<file path="config.mk">
export PLATFORM = sky130hd
export DESIGN_NAME = instr_encoder_loader_flat
export DESIGN_NICKNAME = d
export VERILOG_FILES = /design/src/rtl/rv32_pkg.sv /design/src/rtl/instr_encoder_loader_if.sv /design/src/rtl/instr_pack.sv /design/src/rtl/instr_encoder_loader.sv /design/src/flat_wrapper.sv
export SDC_FILE = /design/constraint.sdc
export NUM_CORES = 1
export LEC_CHECK = 0
export BUFFER_PORTS_ARGS = -buffer_cell sky130_fd_sc_hd__buf_4
export CAP_MARGIN = 10
export CORE_ASPECT_RATIO = 0.6
export CORE_MARGIN = 1.5
export CORE_UTILIZATION = 30
export DETAILED_ROUTE_END_ITERATION = 8
export SLEW_MARGIN = 0
export SYNTH_ARGS = -nofsm -noshare
export SYNTH_HDL_FRONTEND = slang
export SYNTH_SLANG_ARGS = --single-unit
</file>
<file path="constraint.sdc">
create_clock -name clk -period 4.5 [get_ports clk]
set_input_delay 0.675 -clock clk [delete_from_list [all_inputs] [get_ports clk]]
set_output_delay 0.675 -clock clk [all_outputs]
set_load 0.02 [all_outputs]
</file>
<file path="src/rtl/rv32_pkg.sv">
// rv32_pkg: shared opcodes, command kinds, error codes and loader states
package rv32_pkg;
  localparam logic [6:0] OP_LOAD   = 7'b0000011;
  localparam logic [6:0] OP_STORE  = 7'b0100011;
  localparam logic [6:0] OP_BRANCH = 7'b1100011;
  typedef enum logic [1:0] {K_LW = 2'd0, K_SW = 2'd1, K_BEQ = 2'd2, K_ILL = 2'd3} kind_t;
  typedef enum logic [1:0] {E_NONE = 2'd0, E_KIND = 2'd1, E_IMM = 2'd2, E_OVF = 2'd3} err_t;
  typedef enum logic [2:0] {S_IDLE, S_LOAD, S_WRITE, S_DONE, S_ERR} state_t;
endpackage

</file>
<file path="src/rtl/instr_encoder_loader_if.sv">
// instr_encoder_loader_if: command channel and instruction-memory write channel
interface instr_encoder_loader_if;
  logic        in_valid;
  logic        in_ready;
  logic [1:0]  in_kind;
  logic [4:0]  in_rd;
  logic [4:0]  in_rs1;
  logic [4:0]  in_rs2;
  logic [2:0]  in_funct3;
  logic [31:0] in_imm;
  logic        in_last;
  logic        mem_req;
  logic        mem_gnt;
  logic [31:0] mem_addr;
  logic [31:0] mem_wdata;
  modport slave (
    input  in_valid, in_kind, in_rd, in_rs1, in_rs2, in_funct3, in_imm, in_last, mem_gnt,
    output in_ready, mem_req, mem_addr, mem_wdata
  );
  modport master (
    output in_valid, in_kind, in_rd, in_rs1, in_rs2, in_funct3, in_imm, in_last, mem_gnt,
    input  in_ready, mem_req, mem_addr, mem_wdata
  );
endinterface

</file>
<file path="src/rtl/instr_pack.sv">
// instr_pack: validates a command and packs its offset into I/S/B immediate positions
module instr_pack
  import rv32_pkg::*;
(
  input  kind_t       kind,
  input  logic [4:0]  rd,
  input  logic [4:0]  rs1,
  input  logic [4:0]  rs2,
  input  logic [2:0]  f3,
  input  logic [31:0] imm,
  output logic [31:0] word,
  output err_t        code
);
  logic fits12, fits13;
  // a value fits n signed bits when everything above bit n-1 is a sign copy
  assign fits12 = imm[31:11] == {21{imm[11]}};
  assign fits13 = imm[31:12] == {20{imm[12]}};
  always_comb begin
    word = kind == K_SW  ? {imm[11:5], rs2, rs1, f3, imm[4:0], OP_STORE} :
           kind == K_BEQ ? {imm[12], imm[10:5], rs2, rs1, f3, imm[4:1], imm[11], OP_BRANCH} :
                           {imm[11:0], rs1, f3, rd, OP_LOAD};
    code = kind == K_ILL ? E_KIND :
           (kind == K_BEQ ? !(fits13 && !imm[0]) : !fits12) ? E_IMM : E_NONE;
  end
endmodule

</file>
<file path="src/rtl/instr_encoder_loader.sv">
// instr_encoder_loader: encodes lw/sw/beq commands and writes them to consecutive imem words
module instr_encoder_loader
  import rv32_pkg::*;
#(
  parameter int MAX_WORDS = 256
) (
  input  logic                        clk,
  input  logic                        rst_n,
  input  logic                        start,
  input  logic [31:0]                 base_addr,
  instr_encoder_loader_if.slave       bus,
  output logic                        busy,
  output logic                        done,
  output logic                        err,
  output logic [1:0]                  err_code,
  output logic [$clog2(MAX_WORDS):0]  count
);
  localparam int CW = $clog2(MAX_WORDS) + 1;
  state_t      state, next;
  err_t        code, err_q;
  logic [31:0] word;
  logic        last_q, hs, gnt, go, full;
  instr_pack u_pack (
    .kind (kind_t'(bus.in_kind)),
    .rd   (bus.in_rd),
    .rs1  (bus.in_rs1),
    .rs2  (bus.in_rs2),
    .f3   (bus.in_funct3),
    .imm  (bus.in_imm),
    .word (word),
    .code (code)
  );
  assign hs           = state == S_LOAD && bus.in_valid;
  assign gnt          = state == S_WRITE && bus.mem_gnt;
  assign go           = (state == S_IDLE || state == S_ERR) && start;
  assign full         = count == CW'(MAX_WORDS - 1);
  assign bus.in_ready = state == S_LOAD;
  assign bus.mem_req  = state == S_WRITE;
  assign busy         = state == S_LOAD || state == S_WRITE;
  assign done         = state == S_DONE;
  assign err          = state == S_ERR;
  assign err_code     = err_q;
  always_ff @(posedge clk or negedge rst_n)
    if (!rst_n) state <= S_IDLE;
    else state <= next;
  always_comb begin
    next = state;
    unique case (state)
      S_IDLE, S_ERR: next = start ? S_LOAD : state;
      S_LOAD:        next = !hs ? S_LOAD : code == E_NONE ? S_WRITE : S_ERR;
      S_WRITE:       next = !gnt ? S_WRITE : last_q ? S_DONE : full ? S_ERR : S_LOAD;
      S_DONE:        next = S_IDLE;
      default:       next = S_IDLE;
    endcase
  end
  always_ff @(posedge clk or negedge rst_n)
    if (!rst_n) begin
      bus.mem_addr  <= '0;
      bus.mem_wdata <= '0;
      count         <= '0;
      err_q         <= E_NONE;
      last_q        <= 1'b0;
    end else begin
      if (go) begin
        bus.mem_addr <= {base_addr[31:2], 2'b00};
        count        <= '0;
        err_q        <= E_NONE;
      end
      if (hs) begin
        bus.mem_wdata <= word;
        last_q        <= bus.in_last;
        if (code != E_NONE) err_q <= code;
      end
      if (gnt) begin
        bus.mem_addr <= bus.mem_addr + 32'd4;
        count        <= count + 1'b1;
        if (!last_q && full) err_q <= E_OVF;
      end
    end
endmodule

</file>
<file path="src/flat_wrapper.sv">
// flat-port wrapper written by rule: the top's interface ports become plain ports
module instr_encoder_loader_flat import rv32_pkg::*;
#(
  parameter int MAX_WORDS = 256
)
  (clk, rst_n, start, base_addr, busy, done, err, err_code, count, bus_in_valid, bus_in_kind, bus_in_rd, bus_in_rs1, bus_in_rs2, bus_in_funct3, bus_in_imm, bus_in_last, bus_mem_gnt, bus_in_ready, bus_mem_req, bus_mem_addr, bus_mem_wdata);
  instr_encoder_loader_if bus_i ();
  input  logic clk;
  input  logic rst_n;
  input  logic start;
  input  logic [31:0] base_addr;
  output logic busy;
  output logic done;
  output logic err;
  output logic [1:0] err_code;
  output logic [$clog2(MAX_WORDS):0] count;
  input wire logic [$bits(bus_i.in_valid)-1:0] bus_in_valid;
  input wire logic [$bits(bus_i.in_kind)-1:0] bus_in_kind;
  input wire logic [$bits(bus_i.in_rd)-1:0] bus_in_rd;
  input wire logic [$bits(bus_i.in_rs1)-1:0] bus_in_rs1;
  input wire logic [$bits(bus_i.in_rs2)-1:0] bus_in_rs2;
  input wire logic [$bits(bus_i.in_funct3)-1:0] bus_in_funct3;
  input wire logic [$bits(bus_i.in_imm)-1:0] bus_in_imm;
  input wire logic [$bits(bus_i.in_last)-1:0] bus_in_last;
  input wire logic [$bits(bus_i.mem_gnt)-1:0] bus_mem_gnt;
  output wire logic [$bits(bus_i.in_ready)-1:0] bus_in_ready;
  output wire logic [$bits(bus_i.mem_req)-1:0] bus_mem_req;
  output wire logic [$bits(bus_i.mem_addr)-1:0] bus_mem_addr;
  output wire logic [$bits(bus_i.mem_wdata)-1:0] bus_mem_wdata;
  assign bus_i.in_valid = bus_in_valid;
  assign bus_i.in_kind = bus_in_kind;
  assign bus_i.in_rd = bus_in_rd;
  assign bus_i.in_rs1 = bus_in_rs1;
  assign bus_i.in_rs2 = bus_in_rs2;
  assign bus_i.in_funct3 = bus_in_funct3;
  assign bus_i.in_imm = bus_in_imm;
  assign bus_i.in_last = bus_in_last;
  assign bus_i.mem_gnt = bus_mem_gnt;
  assign bus_in_ready = bus_i.in_ready;
  assign bus_mem_req = bus_i.mem_req;
  assign bus_mem_addr = bus_i.mem_addr;
  assign bus_mem_wdata = bus_i.mem_wdata;
  instr_encoder_loader #(.MAX_WORDS(MAX_WORDS)) u_core (.clk(clk), .rst_n(rst_n), .start(start), .base_addr(base_addr), .bus(bus_i), .busy(busy), .done(done), .err(err), .err_code(err_code), .count(count));
endmodule
</file>
### Word-level counts from Yosys, hierarchy flattened

Index checks and enable logic that the tools add are counted.

* add/subtract/negate cells: 2
* eq/ne operators: 11
* mux-type cells: 21
* reductions and logical operators: 16

Operators by type and width (number)
* $mux 32: 4
* $add 32x3->32 const B: 1
* $eq 20x20->1: 1
* $eq 19x19->1: 1
* $mux 3: 6
* $mux 9: 2
* $mux 2: 7
* $add 9x1->9 const B: 1
* $eq 9x8->1 const B: 1
* $pmux 3 s3: 1
* $eq 3x2->1 const B: 2
* $logic_and 1x1->1: 5
* $eq 2x2->1 const B: 2
* $logic_not 1->1: 4
* $reduce_bool 2->1: 2
* $eq 3x1->1 const B: 1
* $eq 3x3->1 const B: 1
* $logic_not 3->1: 1
* $eq 2x1->1 const B: 1
* $logic_not 2->1: 1
* $logic_or 1x1->1: 2
* $ne 2x2->1 const B: 1
* $reduce_or 2->1: 1
* $mux 1: 1

* flip-flop bits (word level): 79
* input bits: 90
* output and inout bits: 80
* word-level logic and storage cells: 56

### Depth between registers and ports, before layout

Gate-level depths: netlist of the first run.

* word-level depth: 11
* gate-level depth with buffers: 10
* mapped depth without buffers: 10

### Modules after synthesis

Synthesis of the first run repeated with hierarchy kept, for this count alone.

* cells, all modules: 452
* area, all modules: 4443.0 um^2

Modules (own cells, without submodules)
* instr_encoder_loader: times used 1, cells each 377, area an instance 3901.2 um^2, sequential area each 1926.8 um^2
* instr_pack: times used 1, cells each 75, area an instance 541.8 um^2, sequential area each 0.0 um^2

### Worst setup path before layout of the first run

No wires, ideal clock.

* kind: register -> register
* start: register u_core.count[0]
* end: register u_core.err_q[0], in the netlist u_core.err_code[0]
* setup time: 0.127 ns
* arrival time: 1.889 ns
* data required time: 4.373 ns
* setup slack: 2.484 ns
* cell stages (with the launch flop): 11
* path buffers: 0
* period minus slack after synthesis: 2.016 ns
* cell sequence: dfrtp_1 -> ha_1 -> and3_1 -> nand3_1 -> nor2_1 -> ha_1 -> nor2b_1 -> nor2b_1 -> a21oi_1 -> nand2_1 -> a2bb2oi_1

* word-level cells in the longest chain between the ends: 4

Ends and longest elaborated chain
* from (decl): line instr_encoder_loader.sv:16 `output logic [$clog2(MAX_WORDS):0] count`
* from (signal assigned): line instr_encoder_loader.sv:76 `count <= count + 1'b1;`
* $eq 9x8->1: line instr_encoder_loader.sv:36 `assign full = count == CW'(MAX_WORDS - 1);`
* $logic_and 1x1->1: line instr_encoder_loader.sv:77 `if (!last_q && full) err_q <= E_OVF;`
* $mux 2: line instr_encoder_loader.sv:77
* $mux 2: line instr_encoder_loader.sv:74 `if (gnt) begin`
* to (signal assigned): line instr_encoder_loader.sv:72 `if (code != E_NONE) err_q <= code;`
* to (decl): line instr_encoder_loader.sv:20 `err_t code, err_q;`

Every way passes these cells.
A chain may end at the register's enable or synchronous reset.

### Worst setup path in the final report of the first run

* start: register u_core.state[2]
* end: register u_core.err_q[0], in the netlist u_core.err_code[0]

* word-level cells in the longest chain between the ends: 8
* elaborated cells on any way between the ends: 13
* those cells by class: eq/ne (3); mux (5); reduce/logical (5)

Ends and longest elaborated chain
* from (decl): line instr_encoder_loader.sv:19 `state_t state, next;`
* from (signal assigned): line instr_encoder_loader.sv:45 `else state <= next;`
* $eq 3x3->1 / $logic_not 3->1 (equally long branches): line instr_encoder_loader.sv:35 `assign go = (state == S_IDLE || state == S_ERR) && start;`
* $logic_or 1x1->1: line instr_encoder_loader.sv:35
* $logic_and 1x1->1: line instr_encoder_loader.sv:35
* $mux 2: line instr_encoder_loader.sv:64 `if (go) begin`
* $mux 2: line instr_encoder_loader.sv:72
* $mux 2: line instr_encoder_loader.sv:69 `if (hs) begin`
* $mux 2: line instr_encoder_loader.sv:77
* $mux 2 *: line instr_encoder_loader.sv:74

Mark *: on every way between the ends. The rest lies on a longest branch, timed or not.

==> results of run 1 <==
power groups by stage:
stage               sequential, mW  clock, mW  combinational [mW]
finish                        1.02      0.775               0.911
global route                  1.05      0.829               0.987
CTS                           1.02      0.795               0.924
detailed placement            1.03          0               0.923
global placement              1.02          0               0.907
floorplan                     1.19          0               0.290
worst max path at each step:
stage                                         end  slack, ns  cells after the start
6_report             u_core.err_code[0]$_DFF_PN0_       2.08                      6
5_1_grt              u_core.err_code[0]$_DFF_PN0_       1.91                      6
4_1_cts               u_core.count[7]$_DFFE_PN0P_       2.08                      6
3_5_place_dp          u_core.count[7]$_DFFE_PN0P_       1.91                      7
3_3_place_gp   u_core.bus.mem_addr[5]$_DFFE_PN0P_       1.95                      5
2_1_floorplan        u_core.err_code[0]$_DFF_PN0_       2.48                     10
per-stage QoR:
stage | std cells | power [mW] | instance area [um^2] | utilization (%) | setup slack [ns]
after floorplan | 450 | 1.49 | 4030 | - | 2.48
after global placement | 757 | 1.93 | 5340 | 41.3 | 1.95
after detailed placement | 757 | 1.95 | 5340 | 41.3 | 1.91
final | 773 | 2.71 | 5660 | 43.8 | 2.08
after global routing | 773 | 2.87 | 5660 | 43.8 | 1.91
after CTS | 773 | 2.74 | 5660 | 43.8 | 2.08
sequential cells by signal, indices dropped and copies added, names as in the netlist:
name and count:
u_core.state 3, u_core.bus.mem_addr 30, u_core.bus.mem_wdata 28, u_core.err_code 2
u_core.last_q 1, u_core.count 9
metal layers:
metal  global-route usage, %  routed length, um  vias to the layer above
met5                       0                  0                        -
li1                        -                  -                     1904
met1                    25.8               5990                     1893
met2                    27.3               5560                      146
met3                    4.63                900                       15
met4                    5.10                166                        0
tightest hold or removal path: cells and delay by family (launching register included):
kind | cells | cell delay, ns
AND/OR/NAND/NOR | 2 | 0.10
flip-flops | 1 | 0.34
cell type report:
class                   count  area, um^2  share of cell area, %
well taps                 170         213                   3.76
clock inverters             7        93.8                   1.66
inverters                   9        33.8                  0.597
repair buffers            166        1250                   22.0
clock buffers               9         225                   3.98
flip-flops and latches     73        1830                   32.3
multi-input cells         339        2020                   35.7
placed cells by master (no fill, tap or decap), types with 3 or more instances in the layout:
| master | synthesis | final |
|---|---|---|
| sky130_fd_sc_hd__inv_1 | 9 | 9 |
| sky130_fd_sc_hd__nand2b_1 | 5 | 5 |
| sky130_fd_sc_hd__and3_1 | 6 | 6 |
| sky130_fd_sc_hd__a221o_1 | 5 | 5 |
| sky130_fd_sc_hd__dfrtp_1 | 73 | 73 |
| sky130_fd_sc_hd__a21oi_1 | 12 | 12 |
| sky130_fd_sc_hd__o311ai_1 | 11 | 11 |
| sky130_fd_sc_hd__o21ai_0 | 33 | 33 |
| sky130_fd_sc_hd__nand4_1 | 14 | 14 |
| sky130_fd_sc_hd__conb_1 | 1 | 5 |
| sky130_fd_sc_hd__a32oi_1 | 3 | 3 |
| sky130_fd_sc_hd__and2_1 | 5 | 5 |
| sky130_fd_sc_hd__o211ai_1 | 6 | 6 |
| sky130_fd_sc_hd__nand3_1 | 13 | 13 |
| sky130_fd_sc_hd__nor3_1 | 7 | 7 |
| sky130_fd_sc_hd__o21ai_1 | 12 | 12 |
| sky130_fd_sc_hd__mux2i_1 | 13 | 13 |
| sky130_fd_sc_hd__nand4_4 | 3 | 3 |
| sky130_fd_sc_hd__nor2_1 | 15 | 15 |
| sky130_fd_sc_hd__a31oi_1 | 6 | 6 |
| sky130_fd_sc_hd__nand2_1 | 112 | 112 |
| sky130_fd_sc_hd__ha_1 | 6 | 6 |
| sky130_fd_sc_hd__nor2_2 | 3 | 3 |
| sky130_fd_sc_hd__buf_4 | 9 | 166 |
| sky130_fd_sc_hd__nor4_1 | 5 | 5 |
| sky130_fd_sc_hd__clkbuf_16 | 0 | 9 |
kinds of logic after synthesis:
group                    count (synthesis)
adder cells (fa/ha/maj)                  6
AND/OR/NAND/NOR                        206
buffers and inverters                   38
flip-flops                              73
multiplexers                            14
other                                    1
XOR/XNOR                                 3
AO/OA/AOI/OAI                          105
==> results.txt, run 1 <==
- In the post-synthesis netlist, the cell with the most instances is sky130_fd_sc_hd__nand2_1.
- The worst hold path terminates at u_core.bus.mem_wdata[28]$_DFFE_PN0P_.
- Clock-pin slew was measured on the worst setup and hold paths at 0.06 ns.
* Maximum number of pins on one net before global-route repair: 74
- In the synthesized netlist, mux cells make up 3.52% of the area.
* Clock buffers created by TritonCTS: 9
- Number of setup violations in the final report: 0
- STA puts the critical path data arrival time at 2.67 ns.
* GRT Resource Usage Total: 18.2%
- Counting every sink on the clock net gives 73.
- The largest individual stage delay along the critical path comes from the cell sky130_fd_sc_hd__nand4bb_2.
- STA classifies the critical path endpoint as a flop.
* Wirelength per Cell: 16.3 um
* Switching share of power: 36.7%
- Of the total power, combinational logic draws 33.6%.
- By startpoint and endpoint, the worst setup path is classified as flop to flop.
- Post-CTS Hold Fix Bufs: 0
* Port buffer count: 162
* Internal Dissipation: 1.72 mW
- The die covers 14100 um^2.
- CP Buf/Inv Count: 1
- Global routing finished with a remaining overflow of 0.
- Synth Instances: 446
- GPL Wtd Cong: 0.826
- Timing would allow up to 412 MHz.
- Synth Area in Simple Gates: 26.5%
- Yosys mapped a number of flops with a built-in enable equal to 0.
- The worst setup path is launched from a flop.
- Half-perimeter wire length after detailed placement: 9.32 mm
* Clk Tree Root Cell: sky130_fd_sc_hd__clkbuf_16
- Total detailed-routing wirelength: 12.6 mm
- Worst hold margin: 0.475 ns
- The post-route netlist has 33.7% of its cells at a drive strength greater than 1.
* Top-level I/O count: 170
* Number of nets in the layout: 694
- TritonCTS built the clock tree.
* Switching power: 0.993 mW
- Registers are responsible for 37.8% of the overall power.
- Flop2flop setup slack: 2.08 ns
- Ranked by total cell area, the synthesized netlist is headed by sky130_fd_sc_hd__dfrtp_1, sky130_fd_sc_hd__nand2_1, sky130_fd_sc_hd__o21ai_0, sky130_fd_sc_hd__mux2i_1, sky130_fd_sc_hd__o311ai_1.
* R2R cell count: 6
* Start point of the worst min-delay path: u_core.bus.mem_wdata[28]$_DFFE_PN0P_
- Synthesized cell area: 4010 um^2
- Clock latency of the later-clocked register in the worst-skew pair: 0.33 ns
- Fraction of the mapped netlist area in adder cells: 1.87%
* Transition time at the pin with the least slew margin: 0.980 ns
- Standard-cell row count: 32
- From left edge to right edge, the die measures 152 um.
- Number of filler cells placed in the layout: 1253
- Along the worst path, the maximum fanout reaches 26.
- After clock tree synthesis, the setup repair step added 0 buffers.
* Worst clock skew: 0.00623 ns
- Share of the synthesized area in the top cell type: 45.5%
* Count of max-cap constraint violations: 0
* Initial detailed-routing violation count: 215
- The initial antenna violation count is 0.
- The initial utilization of the core area, before any placement, comes to 31.0%.
* Maximum vdd drop: 0.000211 V
- Per-cell via count in the routed design: 5.12
* Final Critical Period: 2.42 ns
- In this run, the clock network consumes 28.6% of the power.
- The worst pin sits at a relative slew slack of 34.7%.
- Summed over all instances, the cell type with the most area after synthesis is sky130_fd_sc_hd__dfrtp_1.
- Largest stage delay on the critical path: 0.75 ns
* Cells traversed along the worst timing path: nand4bb_2 -> buf_4 -> nor2b_1 -> a21oi_1 -> nand2_1 -> a2bb2oi_1
- Pleak: 2.69 nW
- In this run the worst hold path is classified as flop to flop.
- In the finished design, the share of the clock period the worst path needs comes to 53.9%.
- Number of slew-limit violations in the final report: 0
* H-tree Lvls: 3
- Post-route antenna net violation count: 0
* Proportion of synthesized flip-flops having asynchronous set or reset: 100%
* Part of the Yosys area used for sequential elements: 45.5%
- Number of distinct library cells after synthesis: 56
- Among cell families on the critical path, the largest total delay comes from simple AND/OR/NAND/NOR gates.
- In this run the mean area of a mapped cell was 9.00 um^2.
- Number of hold violations in the final report: 0
* Xor-xnor portion of the synthesized cell area: 0.655%
- Total number of vias: 3958
* Count of warnings emitted by yosys: 0
- Ranked by instance count, the synthesized netlist is headed by sky130_fd_sc_hd__nand2_1, sky130_fd_sc_hd__dfrtp_1, sky130_fd_sc_hd__o21ai_0.
- In this run the deepest clock path goes through 2 buffers.
* Run status: finished, final reports clean
- Most used DFF post-synth: sky130_fd_sc_hd__dfrtp_1
- The number of global-route vias before repair is 3817.
* Initial DRT Pass Iterations: 4
* Worst setup path startpoint: u_core.state[2]$_DFFE_PN0P_
- CP Data Required Time: 4.74 ns
- The repair_antennas step left the layout with diodes totalling 0.
- The core region is 12900 um^2.
- Summed over all failing endpoints, the final setup total negative slack is 0 ns.
- The number of gates resized after CTS was 0.
* Unrepaired setup endpoints after global routing: no
- Synth Area in Compound Gates: 17.1%
* Main combinational cell family by area after synthesis: simple AND/OR/NAND/NOR gates
- Compared with the post-synthesis result, the final layout area differs by 41.0%.
* Hold Path Depth: 2
* Total power density per cell area: 479 nW/um^2
* Die Y-Extent: 92.6 um
- DRC violations left: 0
- The synthesized design contains 73 register bits.
* Reg2Reg Capture Point: u_core.err_code[0]$_DFF_PN0_
- Global-route wire length before repair: 20.4 mm
- The worst register-to-register path begins at u_core.state[2]$_DFFE_PN0P_.
Note: power is estimated with default switching activity, not from simulation.
==> run 2, diff against run 1 <==
- clock period: 4.5 -> 2.45 ns (I/O delays scaled with it)
==> run 2 against run 1 <==
Clock power rose by 99%. Worst hold slack got worse by 0.26 ns. Power rose by 88%. Cell count rose by 0.65%. Die area did not move. Highest routed layer unchanged. Core utilization rose by 0.60 points. Clock-buffer cell count rose by 1. Combinational power rose by 84%. Critical path depth rose by 4.
==> results.txt, run 2 (synthesis results as in run 1) <==
- Area Growth Syn to Fin: 42.9%
- The detailed placer's ending HPWL came to 9.77 mm (+4.8%).
- Worst slew margin relative to its limit: 42.8% (+8.1 points)
- Antenna violations before repair: 0 (unchanged)
* GPL Wtd Cong: 0.836 (+1.2%)
- Hold Path Depth: 3 (+1)
* Number of sinks driven by the clock tree: 73 (unchanged)
- Place WS: 0.339 ns (-1.57 ns)
- GRT overflow: 0 (unchanged)
* H-tree Lvls: 3 (unchanged)
- Clock-pin slew on the worst setup and hold paths: 0.06 ns (about the same)
- Number of resized instances in the post-cts repair step: 0 (unchanged)
- The clock tree skew after final layout came to 0.00260 ns (-0.00363 ns).
- The CTS buffer count was 9 (unchanged).
* CTS tree: yes
* Standard-cell row count: 32 (unchanged)
- The cell sitting at the root of the clock tree is a sky130_fd_sc_hd__clkbuf_16.
- GRT Resource Usage Total: 18.4% (+0.22 points)
- The setup TNS is 0 ns (unchanged).
- The number of buffers inserted by hold repair at cts came to 1 (+1).
- Leaving out fill and tap cells, the most frequent cells in the layout are sky130_fd_sc_hd__buf_4, sky130_fd_sc_hd__nand2_1, sky130_fd_sc_hd__dfrtp_1, sky130_fd_sc_hd__o21ai_0, sky130_fd_sc_hd__nor2_1.
- The data required time of the worst path was 2.66 ns (-2.08 ns).
- The worst-skew pair later-pin latency was 0.33 ns (about the same).
- The worst hold slack came to 0.219 ns (-0.256 ns).
* Unrepaired setup endpoints after global routing: no
* Number of filler cells placed in the layout: 1278 (+2.0%)
* Cell area after placement: 5380 um^2 (+0.80%)
* Total number of vias: 3977 (+0.48%)
- Number of setup violations in the final report: 0 (unchanged)
- The endpoint identified for the worst register-to-register timing path is u_core.err_code[0]$_DFF_PN0_.
* R2R cell count: 10 (+4)
- In this run the worst setup path begins at u_core.count[0]$_DFFE_PN0P_.
- Post-route cell area: 5740 um^2 (+1.4%)
- The fmax is 467 MHz (+13%).
* Number of nets in the layout: 699 (+0.72%)
- Starting density of the core: 31.0% (unchanged)
- FF-to-FF Start: u_core.count[0]$_DFFE_PN0P_
- The number of hold violations in the final report was 0 (unchanged).
- The slew at the pin with the worst max-slew slack is 0.857 ns (-0.123 ns).
- The power per unit of standard cell area is 889 nW/um^2 (+86%).
* Register bank with the most flops: u_core.bus.mem_addr
- Post-route antenna net violation count: 0 (unchanged)
- Worst min-delay path class: input pin to flop
- The final total power was 5.10 mW (+88%).
* Maximum vdd drop: 0.000379 V (+80%)
* Pleak: 2.73 nW (+1.5%)
- Final critical-path share of the clock period: 87.3% (+33 points)
- Top-level I/O count: 170 (unchanged)
- Number of antenna repair diodes: 0 (unchanged)
- The maximum clock insertion buffer count was 2 (unchanged).
- Maximum fanout count along the critical path: 7 (-73%)
- Initial DRT Pass Iterations: 4 (unchanged)
- Number of slew-limit violations in the final report: 0 (unchanged)
- Horizontal extent of the die: 152 um (unchanged)
- Ratio of cells with drive above 1 in the final layout: 33.9% (+0.22 points)
* Data arrival time of the critical path: 2.35 ns (-0.32 ns)
- The worst setup path is launched from a flop.
- Global-route wire length before repair: 20.5 mm (+0.27%)
- Max reg flops: 30 (unchanged)
* Most common cell after layout, fill and taps aside: sky130_fd_sc_hd__buf_4
* Start point of the worst min-delay path: bus_in_rs1[3]
- Core Region: 12900 um^2 (unchanged)
* Worst path setup slack after routing: 0.311 ns (-1.76 ns)
- The number of global-route vias before repair was 3806 (-0.29%).
- Wirelength per Cell: 16.6 um (+1.8%)
* Type of the setup path with the least slack: flop to flop
- Endpoint of the worst hold-timing path: u_core.bus.mem_wdata[18]$_DFFE_PN0P_
- Largest registers ranked by flip-flop count: u_core.bus.mem_addr (30), u_core.bus.mem_wdata (28), u_core.count (9)
- The number of buffer cells added on primary ports came to 162 (unchanged).
* Type of element capturing the critical path: flop
* Die Y-Extent: 92.6 um (unchanged)
* Count of max-cap constraint violations: 0 (unchanged)
- The pin count of the biggest net entering global routing was 42 (-43%).
- The post-detailed-route DRC marker count is 0 (unchanged).
* Buffers inserted by post-CTS timing repair: 0 (unchanged)
- Per-cell via count in the routed design: 5.11 (-0.17%)
- The number of DRC markers after the initial detailed-route iteration came to 195 (-9.3%).
* Flop2flop setup slack: 0.31 ns (-1.76 ns)
- The flow ran to the end, and the final reports show no timing, DRC or antenna violations.
- The area of the die is 14100 um^2 (unchanged).
- Final Critical Period: 2.14 ns (-0.285 ns)
- The total wire length after detailed routing is 12.9 mm (+2.5%).
run 2: changes by cell type in the layout (fill, tap and decap cells not counted):
| cell | change |
|---|---|
| sky130_fd_sc_hd__clkinv_4 | +1 |
| sky130_fd_sc_hd__clkinv_2 | -2 |
| sky130_fd_sc_hd__buf_12 | +1 |
| sky130_fd_sc_hd__buf_4 | +3 |
| sky130_fd_sc_hd__bufinv_16 | +1 |
| sky130_fd_sc_hd__clkinvlp_4 | -1 |
| sky130_fd_sc_hd__clkbuf_1 | +1 |
| sky130_fd_sc_hd__dlygate4sd3_1 | +1 |
run 2: per-stage QoR:
stage          instances  util [%]
2_1_floorplan        450         -
4_1_cts              778      44.3
3_3_place_gp         761      41.6
3_5_place_dp         761      41.6
6_report             778      44.3
5_1_grt              778      44.3
run 2: power breakdown:
part / internal (mW) / leakage (nW) / switching, mW
Combinational: 0.737 / 1.64 / 0.942
Sequential: 1.53 / 0.918 / 0.355
Clock: 1.00 / 0.163 / 0.536
Total: 3.27 / 2.73 / 1.83
run 2: area by class of cell:
type | count | area, um^2 | share of cell area [%]
repair buffers | 171 | 1300 | 22.6
multi-input cells | 339 | 2020 | 35.2
inverters | 9 | 33.8 | 0.589
flip-flops and latches | 73 | 1830 | 31.8
well taps | 170 | 213 | 3.71
clock buffers | 10 | 229 | 3.99
clock inverters | 6 | 115 | 2.01
run 2: worst max-delay path by stage:
stage,endpoint,slack [ns],cells past startpoint
5_1_grt,u_core.err_code[0]$_DFF_PN0_,0.03,10
2_1_floorplan,u_core.err_code[0]$_DFF_PN0_,0.43,10
6_report,u_core.err_code[0]$_DFF_PN0_,0.31,10
3_5_place_dp,u_core.err_code[0]$_DFF_PN0_,0.34,10
4_1_cts,u_core.err_code[0]$_DFF_PN0_,0.32,10
3_3_place_gp,u_core.err_code[0]$_DFF_PN0_,0.37,10
run 2: worst max-delay path, stage by stage (launching register included):
cell and delay [ns]:
sky130_fd_sc_hd__dfrtp_1 0.44, sky130_fd_sc_hd__ha_1 0.25, sky130_fd_sc_hd__and3_1 0.21, sky130_fd_sc_hd__nand3_1 0.12
sky130_fd_sc_hd__nor2_1 0.06, sky130_fd_sc_hd__ha_1 0.16, sky130_fd_sc_hd__nor2b_1 0.13, sky130_fd_sc_hd__nor2b_1 0.15
sky130_fd_sc_hd__a21oi_1 0.26, sky130_fd_sc_hd__nand2_1 0.09, sky130_fd_sc_hd__a2bb2oi_1 0.13
run 2: metal layers:
metal  GRT usage [%]  vias to the layer above  wire (um)
li1                -                     1922          -
met1            25.7                     1908       6270
met2            27.2                      137       5620
met3            5.24                       10        912
met4            6.31                        0        129
met5               0                        -          0
==> run 3, diff against run 2 <==
- ABC_AREA: not set -> 1
==> run 3 against run 2 <==
Routed wire length is 8.8% higher. Largest cell class unchanged. Die area is 7.0% higher. Global-route usage is 0.65 points higher.
==> results.txt, run 3 <==
- Place WS: 0.566 ns (+0.227 ns)
- Largest registers ranked by flip-flop count: u_core.bus.mem_addr (30), u_core.bus.mem_wdata (28), u_core.count (9)
* Number of enable flip-flop cells after synthesis: 0 (unchanged)
- The fmax is 523 MHz (+12%).
- The number of top-level pins is 170 (unchanged).
- The net switching fraction of the power is 43.6% (+7.6 points).
- The max-slew violation count was 0 (unchanged).
* Total power: 6.51 mW (+28%)
* Final critical-path share of the clock period: 78.0% (-9.3 points)
* Part of the Yosys area used for sequential elements: 42.5% (-3.1 points)
* Clock buffers created by TritonCTS: 9 (unchanged)
- Maximum vdd drop: 0.000475 V (+25%)
* Worst min-delay path class: input pin to async pin
- The die outline width is 158 um (+3.5%).
- Wirelength per Cell: 14.6 um (-12%)
- Gate power share: 44.9% (+12 points)
- The initial core utilization is 31.1% (+0.072 points).
- The post-detailed-route DRC marker count was 0 (unchanged).
* Library cell with the highest instance count after synthesis: sky130_fd_sc_hd__nand2_1
- Total negative slack for setup checks: 0 ns (unchanged)
- The number of global-route vias before repair was 4000 (+5.1%).
* Die Y-Extent: 95.8 um (+3.4%)
- Avg Synthesized Cell Area: 7.18 um^2 (-20%)
* Pleak: 3.01 nW (+10%)
* Type of the setup path with the least slack: flop to flop
* Number of nets in the layout: 862 (+23%)
- In the synthesized netlist, the cells that appear most often are sky130_fd_sc_hd__nand2_1, sky130_fd_sc_hd__dfrtp_1, sky130_fd_sc_hd__nor2_1.
- Internal Dissipation: 3.67 mW (+12%)
* Port buffer count: 162 (unchanged)
- By area the synthesized netlist is led by sky130_fd_sc_hd__dfrtp_1, sky130_fd_sc_hd__nand2_1, sky130_fd_sc_hd__nor2_1, sky130_fd_sc_hd__inv_1, sky130_fd_sc_hd__nand3_1.
- Register bank with the most flops: u_core.bus.mem_addr
- Antenna violations before repair: 0 (unchanged)
* Total detailed-routing wirelength: 14.1 mm (+8.8%)
* Unrepaired setup endpoints after global routing: no
- The pin count of the biggest net entering global routing is 40 (-4.8%).
- The normalized max-slew margin came to 63.6% (+21 points).
* Number of antenna repair diodes: 0 (unchanged)
* Most used DFF post-synth: sky130_fd_sc_hd__dfrtp_1
* Area of combinational cells with multiple inputs: 2150 um^2 (+6.3%)
* Maximum fanout count along the critical path: 5 (-2)
* Half-perimeter wire length after detailed placement: 10.9 mm (+12%)
- Most common cell after layout, fill and taps aside: sky130_fd_sc_hd__nand2_1
- The post-synthesis cell area is 4300 um^2 (+7.2%).
- The total of fill cells in the finished design is 1432 (+12%).
- Run status: finished, final reports clean
* Filler-free cell count of the finished design: 963 (+24%)
- Number of hold violations in the final report: 0 (unchanged)
- Count of warnings emitted by yosys: 0 (unchanged)
- The clock group share of total power was 20.2% (-9.9 points).
- STA classifies the critical path endpoint as a flop.
- The post-synthesis async set-or-reset flop share was 100% (unchanged).
* Switching power: 2.84 mW (+55%)
* Initial DRT Pass Iterations: 5 (+1)
* Max reg flops: 30 (unchanged)
* Clk Tree Root Cell: sky130_fd_sc_hd__clkbuf_16
- The via density per instance came to 4.63 (-9.5%).
- The core area is 13800 um^2 (+7.0%).
* Placed Cells: 947 (+24%)
- Commonest non-fill, non-tap cells in the layout: sky130_fd_sc_hd__nand2_1, sky130_fd_sc_hd__buf_4, sky130_fd_sc_hd__dfrtp_1, sky130_fd_sc_hd__nor2_1, sky130_fd_sc_hd__inv_1
- The post-synthesis register bit count is 73 (unchanged).
- Nature of the critical path startpoint: flop
* Standard-cell row count: 33 (+3.1%)
- The count of distinct cell types in the synthesized netlist was 36 (-36%).
* Number of resized instances in the post-cts repair step: 0 (unchanged)
- Total power density per cell area: 1080 nW/um^2 (+21%)
- Final Critical Period: 1.91 ns (-0.227 ns)
- Worst path setup slack after routing: 0.538 ns (+0.227 ns)
* CP Data Required Time: 2.71 ns (+0.05 ns)
- sky130_fd_sc_hd__dfrtp_1 takes more of the synthesized area than any other cell.
- GPL Wtd Cong: 0.915 (+9.4%)
- GRT overflow: 0 (unchanged)
* Area Growth Syn to Fin: 40.4%
- Transition time at the pin with the least slew margin: 0.546 ns (-0.311 ns)
* Part of the power in registers: 34.9% (-2.1 points)
* CTS tree: yes
- The number of H-tree levels is 3 (unchanged).
- The CTS clock-pin slew for the worst setup and hold paths came to 0.06 ns (about the same).
- Sequential standard cell area: 1830 um^2 (unchanged)
- The worst-skew pair later-pin latency came to 0.33 ns (about the same).
- Synth Instances: 599 (+34%)
* Total number of vias: 4456 (+12%)
- Number of sinks driven by the clock tree: 73 (unchanged)
* Die area: 15100 um^2 (+7.0%)
- CTS max path bufs: 2 (unchanged)
- Global-route wire length before repair: 21.8 mm (+6.6%)
* Worst clock skew: 0.00682 ns (+0.00422 ns)
- GRT Resource Usage Total: 19.1% (+0.65 points)
- Ratio of cells with drive above 1 in the final layout: 27.4% (-6.5 points)
* Count of max-cap constraint violations: 0 (unchanged)
- Number of setup violations in the final report: 0 (unchanged)
- Post-route antenna net violation count: 0 (unchanged)
- The number of DRC markers after the initial detailed-route iteration is 299 (+53%).
- Buffers inserted by post-CTS timing repair: 0 (unchanged)
- Share of the synthesized area in the top cell type: 42.5% (-3.1 points)
- Data arrival time of the critical path: 2.17 ns (-0.18 ns)
* Post-CTS Hold Fix Bufs: 0 (-1)
-- run 3: critical path: stages, from the launching register on --
cell                       delay (ns)
sky130_fd_sc_hd__dfrtp_1         0.42
sky130_fd_sc_hd__ha_1            0.20
sky130_fd_sc_hd__nand2_1         0.08
sky130_fd_sc_hd__nor2_1          0.14
sky130_fd_sc_hd__inv_1           0.05
sky130_fd_sc_hd__nor2_1          0.12
sky130_fd_sc_hd__nand2_1         0.10
sky130_fd_sc_hd__nor2_1          0.11
sky130_fd_sc_hd__ha_1            0.15
sky130_fd_sc_hd__inv_1           0.05
sky130_fd_sc_hd__nor2_1          0.11
sky130_fd_sc_hd__nand2_1         0.11
sky130_fd_sc_hd__nand2_1         0.10
sky130_fd_sc_hd__o21bai_1        0.10
-- run 3: area by class of cell --
cell class | count | share of cell area [%]
multi-input combinational | 449 | 35.5
sequential | 73 | 30.3
timing repair buffer | 174 | 21.6
tap | 192 | 3.98
clock buffer | 10 | 3.79
inverter | 59 | 3.67
clock inverter | 6 | 1.14
-- run 3: stage by stage --
step	util [%]	hold slack, ns	area, um^2
finish	43.7	0.0237	6040
global route	43.7	0.0557	6040
CTS	43.7	0.0384	6040
detailed placement	41.5	0.395	5740
global placement	41.5	0.408	5740
floorplan	-	0.0719	4320
-- run 3: cell families (layout without fill, tap and decap cells) --
family,Yosys count,after routing,share of synthesized area [%]
adder cells (fa/ha/maj),6,6,1.75
buffers and inverters,81,249,8.00
XOR/XNOR,11,11,2.24
flip-flops,73,73,42.5
AO/OA/AOI/OAI,82,82,11.5
AND/OR/NAND/NOR,345,345,34.0
other,1,5,0.0872
-- run 3: path summary, 6_finish.rpt --
kind | slack [ns] | end | cells past startpoint | from
worst max-delay path | 0.54 | u_core.err_code[0]$_DFF_PN0_ | 13 | u_core.count[0]$_DFFE_PN0P_
worst min-delay path | 0.02 | u_core.bus.mem_addr[14]$_DFFE_PN0P_ | 1 | rst_n
worst max register to register | 0.54 | u_core.err_code[0]$_DFF_PN0_ | 13 | u_core.count[0]$_DFFE_PN0P_
worst min register to register | 0.49 | u_core.bus.mem_wdata[27]$_DFFE_PN0P_ | 2 | u_core.bus.mem_wdata[27]$_DFFE_PN0P_
max in group asynchronous | 1.81 | u_core.count[6]$_DFFE_PN0P_ | 2 | rst_n
min in group clk | 0.22 | u_core.bus.mem_wdata[13]$_DFFE_PN0P_ | 3 | bus_in_funct3[1]
-- run 3: power groups by stage --
| stage | Combinational (mW) | Sequential [mW] | Clock, mW |
|---|---|---|---|
| 6_report | 2.92 | 2.27 | 1.32 |
| 5_1_grt | 3.21 | 2.35 | 1.41 |
| 4_1_cts | 2.95 | 2.26 | 1.36 |
| 3_5_place_dp | 2.95 | 2.26 | 0 |
| 3_3_place_gp | 2.93 | 2.27 | 0 |
| 2_1_floorplan | 1.14 | 2.70 | 0 |
-- run 3: layer usage --
layer / vias up / global-route usage (%) / part of all wire [%]
met3: 6 / 5.04 / 7.2
met5: - / 0 / 0
met2: 160 / 24.7 / 38
li1: 2261 / - / -
met4: 0 / 3.38 / 0.63
met1: 2029 / 30.7 / 54
